==> src/rtl/prog_loader_if.sv <==
// prog_loader_if: byte-stream input and Mem write port of the boot loader
interface prog_loader_if #(parameter int ADDR_W = 10);
  logic              in_valid;
  logic [7:0]        in_data;
  logic              in_ready;
  logic              mem_we;
  logic [ADDR_W-1:0] mem_addr;
  logic [31:0]       mem_wdata;
  modport master(output in_valid, in_data, input in_ready, mem_we, mem_addr, mem_wdata);
  modport slave(input in_valid, in_data, output in_ready, mem_we, mem_addr, mem_wdata);
endinterface

==> src/rtl/prog_loader.sv <==
// prog_loader: framed byte-stream boot loader writing big-endian words to Mem; PROG_LOADER_CKSUM_EN adds a trailing XOR checksum byte
module prog_loader #(parameter int ADDR_W = 10) (
  input  logic         clk1,
  input  logic         reset,
  input  logic         start,
  prog_loader_if.slave bus,
  output logic         cpu_hold,
  output logic         busy,
  output logic         done,
  output logic         err
);
  typedef enum logic [2:0] {
    S_IDLE, S_HDR, S_DATA, S_DONE
`ifdef PROG_LOADER_CKSUM_EN
    , S_CKSUM, S_ERR
`endif
  } state_t;
  state_t            r_state, w_next, w_tail;
  logic [1:0]        r_byte_cnt;
  logic [15:0]       r_count, r_word_idx;
  logic [ADDR_W-1:0] r_base, r_mem_addr;
  logic [23:0]       r_word;
  logic              r_mem_we;
  logic [31:0]       r_mem_wdata;
  logic              w_rdy, w_xfer, w_start, w_word_end, w_last, w_zero;
`ifdef PROG_LOADER_CKSUM_EN
  logic [7:0]        r_cksum;
  assign w_tail = S_CKSUM;
  assign w_rdy  = r_state == S_HDR || r_state == S_DATA || r_state == S_CKSUM;
  assign err    = r_state == S_ERR;
`else
  assign w_tail = S_DONE;
  assign w_rdy  = r_state == S_HDR || r_state == S_DATA;
  assign err    = 1'b0;
`endif
  assign w_xfer         = bus.in_valid & w_rdy;
  assign w_start        = start & ~w_rdy;
  assign w_word_end     = r_byte_cnt == 2'd3;
  assign w_last         = r_word_idx + 16'd1 == r_count;
  assign w_zero         = {r_count[7:0], bus.in_data} == 16'd0;
  assign bus.in_ready   = w_rdy;
  assign bus.mem_we     = r_mem_we;
  assign bus.mem_addr   = r_mem_addr;
  assign bus.mem_wdata  = r_mem_wdata;
  assign busy           = w_rdy;
  assign done           = r_state == S_DONE;
  assign cpu_hold       = r_state != S_DONE;
  // state register
  always_ff @(posedge clk1)
    if (reset) r_state <= S_IDLE;
    else r_state <= w_next;
  // next state: header/data/checksum progress gated by accepted bytes, start only when not loading
  always_comb begin
    w_next = r_state;
    case (r_state)
      S_HDR:  if (w_xfer && w_word_end) w_next = w_zero ? w_tail : S_DATA;
      S_DATA: if (w_xfer && w_word_end && w_last) w_next = w_tail;
`ifdef PROG_LOADER_CKSUM_EN
      S_CKSUM: if (w_xfer) w_next = bus.in_data == r_cksum ? S_DONE : S_ERR;
`endif
      default: if (start) w_next = S_HDR;
    endcase
  end
  // datapath: header capture, word assembly, one-cycle write strobe with wrapped address
  always_ff @(posedge clk1)
    if (reset) begin
      r_byte_cnt  <= '0;
      r_count     <= '0;
      r_word_idx  <= '0;
      r_base      <= '0;
      r_word      <= '0;
      r_mem_we    <= 1'b0;
      r_mem_addr  <= '0;
      r_mem_wdata <= '0;
`ifdef PROG_LOADER_CKSUM_EN
      r_cksum     <= '0;
`endif
    end else begin
      r_mem_we <= 1'b0;
      if (w_start) begin
        r_byte_cnt <= '0;
        r_count    <= '0;
        r_word_idx <= '0;
        r_base     <= '0;
`ifdef PROG_LOADER_CKSUM_EN
        r_cksum    <= '0;
`endif
      end else if (w_xfer) begin
        r_byte_cnt <= r_byte_cnt + 2'd1;
`ifdef PROG_LOADER_CKSUM_EN
        r_cksum    <= r_cksum ^ bus.in_data;
`endif
        if (r_state == S_HDR && !r_byte_cnt[1]) r_base <= ADDR_W'({r_base, bus.in_data});
        if (r_state == S_HDR && r_byte_cnt[1]) r_count <= {r_count[7:0], bus.in_data};
        if (r_state == S_DATA) r_word <= {r_word[15:0], bus.in_data};
        if (r_state == S_DATA && w_word_end) begin
          r_mem_we    <= 1'b1;
          r_mem_addr  <= r_base + r_word_idx[ADDR_W-1:0];
          r_mem_wdata <= {r_word, bus.in_data};
          r_word_idx  <= r_word_idx + 16'd1;
        end
      end
    end
endmodule

==> src/flat_wrapper.sv <==
// flat-port wrapper written by rule: the top's interface ports become plain ports
module prog_loader_flat 
#(parameter int ADDR_W = 10)
  (clk1, reset, start, cpu_hold, busy, done, err, bus_in_valid, bus_in_data, bus_in_ready, bus_mem_we, bus_mem_addr, bus_mem_wdata);
  prog_loader_if #(.ADDR_W(ADDR_W)) bus_i ();
  input  logic clk1;
  input  logic reset;
  input  logic start;
  output logic cpu_hold;
  output logic busy;
  output logic done;
  output logic err;
  input wire logic [$bits(bus_i.in_valid)-1:0] bus_in_valid;
  input wire logic [$bits(bus_i.in_data)-1:0] bus_in_data;
  output wire logic [$bits(bus_i.in_ready)-1:0] bus_in_ready;
  output wire logic [$bits(bus_i.mem_we)-1:0] bus_mem_we;
  output wire logic [$bits(bus_i.mem_addr)-1:0] bus_mem_addr;
  output wire logic [$bits(bus_i.mem_wdata)-1:0] bus_mem_wdata;
  assign bus_i.in_valid = bus_in_valid;
  assign bus_i.in_data = bus_in_data;
  assign bus_in_ready = bus_i.in_ready;
  assign bus_mem_we = bus_i.mem_we;
  assign bus_mem_addr = bus_i.mem_addr;
  assign bus_mem_wdata = bus_i.mem_wdata;
  prog_loader #(.ADDR_W(ADDR_W)) u_core (.clk1(clk1), .reset(reset), .start(start), .bus(bus_i), .cpu_hold(cpu_hold), .busy(busy), .done(done), .err(err));
endmodule
==> config.mk <==
export PLATFORM = sky130hd
export DESIGN_NAME = prog_loader_flat
export DESIGN_NICKNAME = d
export VERILOG_FILES = /design/src/rtl/prog_loader_if.sv /design/src/rtl/prog_loader.sv /design/src/flat_wrapper.sv
export SDC_FILE = /design/constraint.sdc
export NUM_CORES = 1
export LEC_CHECK = 0
export CAP_MARGIN = 15
export CORE_MARGIN = 2
export CORE_UTILIZATION = 55
export CTS_CLUSTER_SIZE = 10
export DETAILED_ROUTE_END_ITERATION = 6
export GPL_TIMING_DRIVEN = 1
export PLACE_DENSITY = 0.86
export RECOVER_POWER = 100
export SYNTH_ARGS = -nofsm -noshare
export SYNTH_HDL_FRONTEND = slang
export SYNTH_SLANG_ARGS = --single-unit
==> constraint.sdc <==
create_clock -name clk1 -period 4.1 [get_ports clk1]
set_clock_uncertainty 0.05 [all_clocks]
set_input_delay 0.41 -clock clk1 [delete_from_list [all_inputs] [get_ports clk1]]
set_output_delay 0.41 -clock clk1 [all_outputs]
set_load 0.1 [all_outputs]
==> results.env <==
STATUS='completed'
FILLERS=666
POSTSYNTHAREAPERCELL_SQ_UM=7.88
SYNTHFLOPTYPE='dfxtp_1'
FRACTION_OF_SYNTHESIZED_CELL_AREA_IN_XOR_AND_XNOR_CELLS_PCT=6.13
SETUP-TNS-FINAL_NS=0
SHARE_SEQ_OF_TOTAL_POWER_PCT=42.2
NUM_VIAS=4632
CTS_BUFFERS=17
CORE_AREA_SQ_UM=8760
SETUP_SLACK_NS=0.942
CTS_RESIZED=0
TIGHTEST_SLEW_NS=1.21
GRT.TOTAL_USAGE_PCT=26.9
MAPPEDNETLISTAREA_SQ_UM=5000
SYNTH_ENABLE_FLOP_CELLS=0
STARTPOINT_TYPE='flop'
SYNTH-ASYNC-RESET-RATIO_PCT=0
BOUNDARYPINS=60
CTS_SETUP_BUFFERS=0
CRITPATHMAXFANOUT=6
GLOBALROUTE.TOTALOVERFLOW=0
CRIT_PATH_DAT_NS=2.70
ITERATION_0_DRC_MARKERS=401
MAIN_COMBINATIONAL_CELL_FAMILY_BY_AREA_AFTER_SYNTHESIS='simple AND/OR/NAND/NOR gates'
DIE_X_MICRONS=99.4
FINALSETUPVIOLCOUNT=0
PERIOD_SHARE_PCT=77.0
FINAL-MAX-SLEW-VIOLATION-COUNT=0
PRE_CTS_SLACK_NS=1.12
POSTSYNTHREGISTERBITS=113
AREA.SEQUENTIAL_SQ_UM=2260
DIEHEIGHT_MICRONS=99.4
SEQ_AREA_FRAC_SYNTH_PCT=45.2
MULTI_INPUT_AREA_SQ_UM=2520
NETLIST.TOP_CELL.BY_AREA='dfxtp_1'
VIAS_IN_THE_FIRST_GLOBAL_ROUTE=4357
SYNTHDISTINCTLIBCELLS=47
WORST_HOLD_SLACK_NS=0.399
CLOCK_INSERTION_DELAY_WORST_SKEW_NS=0.51
SYNTH_NET_COUNT=663
WL_PER_CELL_MICRONS=16.2
TIMING.CRITICAL_PATH.REQUIRED_NS=3.64
GLOBALPLACE.CONGESTION=0.906
POWER.CLOCK.FRACTION_PCT=50.9
PLACEMENT.IO_BUFFERS=58
RSZ0062_AT_GRT='false'
HOLDBUFCOUNTCTS=0
MAX_CAP_VIOLATIONS=0
SYNTH.MUX.AREA_FRACTION_PCT=0.826
H_TREE_LEVELS=4
NETLIST_INSTANCES=635
CTS_ROOT_BUF='clkbuf_8'
WORST_SETUP_HOLD_PATH_CLK_SLEW_NS=0.06
HOLDCRITPATHCLASS='reg -> reg'
NETLIST.AREA_LEADER.SHARE_PCT=45.2
TIMING_HOLD_VIOLATIONS_FINAL=0
SYNTH_COMPOUND_GATE_AREA_SHARE_PCT=15.1
DETAIL-ROUTE-ANTENNA-NETS=0
FINAL_PERIOD_MINUS_WORST_SETUP_SLACK_NS=3.16
DP.FINAL_HPWL_MICRONS=8400
CRITICAL_PATH_CLASS='reg -> out'
TRITONCTS='yes'
NETLIST_TOP_CELLS_AREA='dfxtp_1 (45%), nand2_1 (14%), a21oi_1 (9.9%)'
LAYOUT-AREA-OVERHEAD-VS-SYNTH_PCT=22.3
CLOCK_SINK_COUNT=113
LAYOUT-DRIVE-GT1-SHARE_PCT=5.96
ANTENNA_FOUND_INITIAL=0
LAYOUT.CELLS.MOST_COMMON_LIST='nand2_1 (183), dfxtp_1 (113), a21oi_1 (99), dlygate4sd3_1 (47), nor2_1 (27)'
DRT-VIAS-PER-INSTANCE=5.82
POWER-PER-CELL-AREA_nW_PER_UM2=431
MAX-CLOCK-PATH-BUFFERS=2
DRC=0
INITIAL_UTILIZATION_PCT=57.1
CELLINTERNALPOWER_uW=1970
DETAILEDROUTE.FIRSTPASSITERATIONCOUNT=5
SYNTHADDERAREAFRAC_PCT=4.15
WORST_SLEW_MARGIN_REL_PCT=19.1
GRT_START_MAX_NET_PINS=73
SWSHARE_PCT=25.3
STATIC-LEAKAGE-POWER_uW=0.00229
INSERTEDDIODECOUNT=0
DRT_WL_TOTAL_MICRONS=12900
STD_CELL_ROWS=34
MOSTFREQUENTLAYOUTCELL='nand2_1'
YOSYS.AREA_SHARE.SIMPLE_PCT=24.3
GRT_PASS1_WL_MICRONS=21100
IR_WORST_VDD_mV=0.280
DESIGN.DIE.AREA_SQ_UM=9870
NUM-NETS-FINAL=703
POWER.COMBINATIONAL.FRACTION_PCT=6.9
P_SWITCHING_uW=666
PEAK_CLOCK_FREQUENCY_SUPPORTED_BY_TIMING_MHz=317
YS_WARN_COUNT=0
WORSTSETUPENDPOINTTYPE='primary output'
[path summary, 6_finish.rpt]
check	from	to	slack, ns	depth (start not counted)
worst max register to register	u_core.r_state[0]$_SDFFE_PP0P_	u_core.r_state[1]$_SDFFE_PP0P_	0.99	9
worst min register to register	u_core.bus.mem_addr[0]$_SDFFE_PP0P_	u_core.bus.mem_addr[0]$_SDFFE_PP0P_	0.40	2
worst min-delay path	u_core.bus.mem_addr[0]$_SDFFE_PP0P_	u_core.bus.mem_addr[0]$_SDFFE_PP0P_	0.40	2
worst max-delay path	u_core.r_state[0]$_SDFFE_PP0P_	busy	0.94	4
[metrics by stage]
stage,instances,util (%),power [uW],area (sq um)
finish,796,69.8,2630,6120
global route,796,69.8,2700,6120
CTS,796,69.9,2640,6130
detailed placement,764,63.7,1310,5580
global placement,764,63.7,1310,5580
floorplan,635,-,1270,5000
[power groups by stage]
stage	clock (uW)	combinational (uW)	sequential, uW
6_report	1340	181	1110
5_1_grt	1400	190	1110
4_1_cts	1350	182	1110
3_5_place_dp	0	179	1140
3_3_place_gp	0	175	1130
2_1_floorplan	0	133	1130
[cell usage after synthesis (all sizes together), types with 2 or more instances]
cell     instances
nand2          183
dfxtp          113
a21oi           99
clkbuf          33
nor2            27
xor2            19
xnor2           16
ha              15
nand3           13
o21ai           13
inv             12
buf              8
nand4            7
nor2b            7
or3              7
nor3             6
a21o             5
and3             5
nand3b           5
a211oi           3
a31oi            3
and4             3
mux2i            3
nor4             3
a2111oi          2
and2             2
nand2b           2
nor3b            2
o311a            2
or2              2
[metal layers]
layer,track usage [%],up-vias,share of wire [%]
met5,0,-,0
met3,5.27,34,7.7
met2,43.7,248,48
met1,34.7,2148,41
li1,-,2202,-
met4,12.5,0,2.5
[flip-flops by register name, indices dropped and copies added (netlist names)]
register              flops
u_core.r_word_idx        16
u_core.r_count           16
u_core.r_byte_cnt         2
u_core.r_base            10
u_core.r_word            24
u_core.bus.mem_wdata     32
u_core.bus.mem_we         1
u_core.bus.mem_addr      10
u_core.r_state            2
[worst max-delay path, cell delays in order (launching register included)]
cell	delay (ns)
dfxtp_1	0.38
inv_1	0.09
ha_1	0.37
inv_1	0.13
dlygate4sd3_1	1.21
[cell type report]
type	instances	area share, %
clock inverter	12	1.82
clock buffer	20	7.12
tap	108	2.21
inverter	12	0.736
timing repair buffer	62	9.90
sequential	113	37.0
multi-input combinational	469	41.2
[cells by family after synthesis]
| group | count (synthesis) |
|---|---|
| AOI/OAI and AO/OA | 135 |
| xor gates and xnor gates | 35 |
| adders and majority gates | 16 |
| buffers and inverters | 53 |
| DFF | 113 |
| muxes | 4 |
| other | 1 |
| and+or+nand+nor | 278 |
Power figures use the tool's default switching activity.
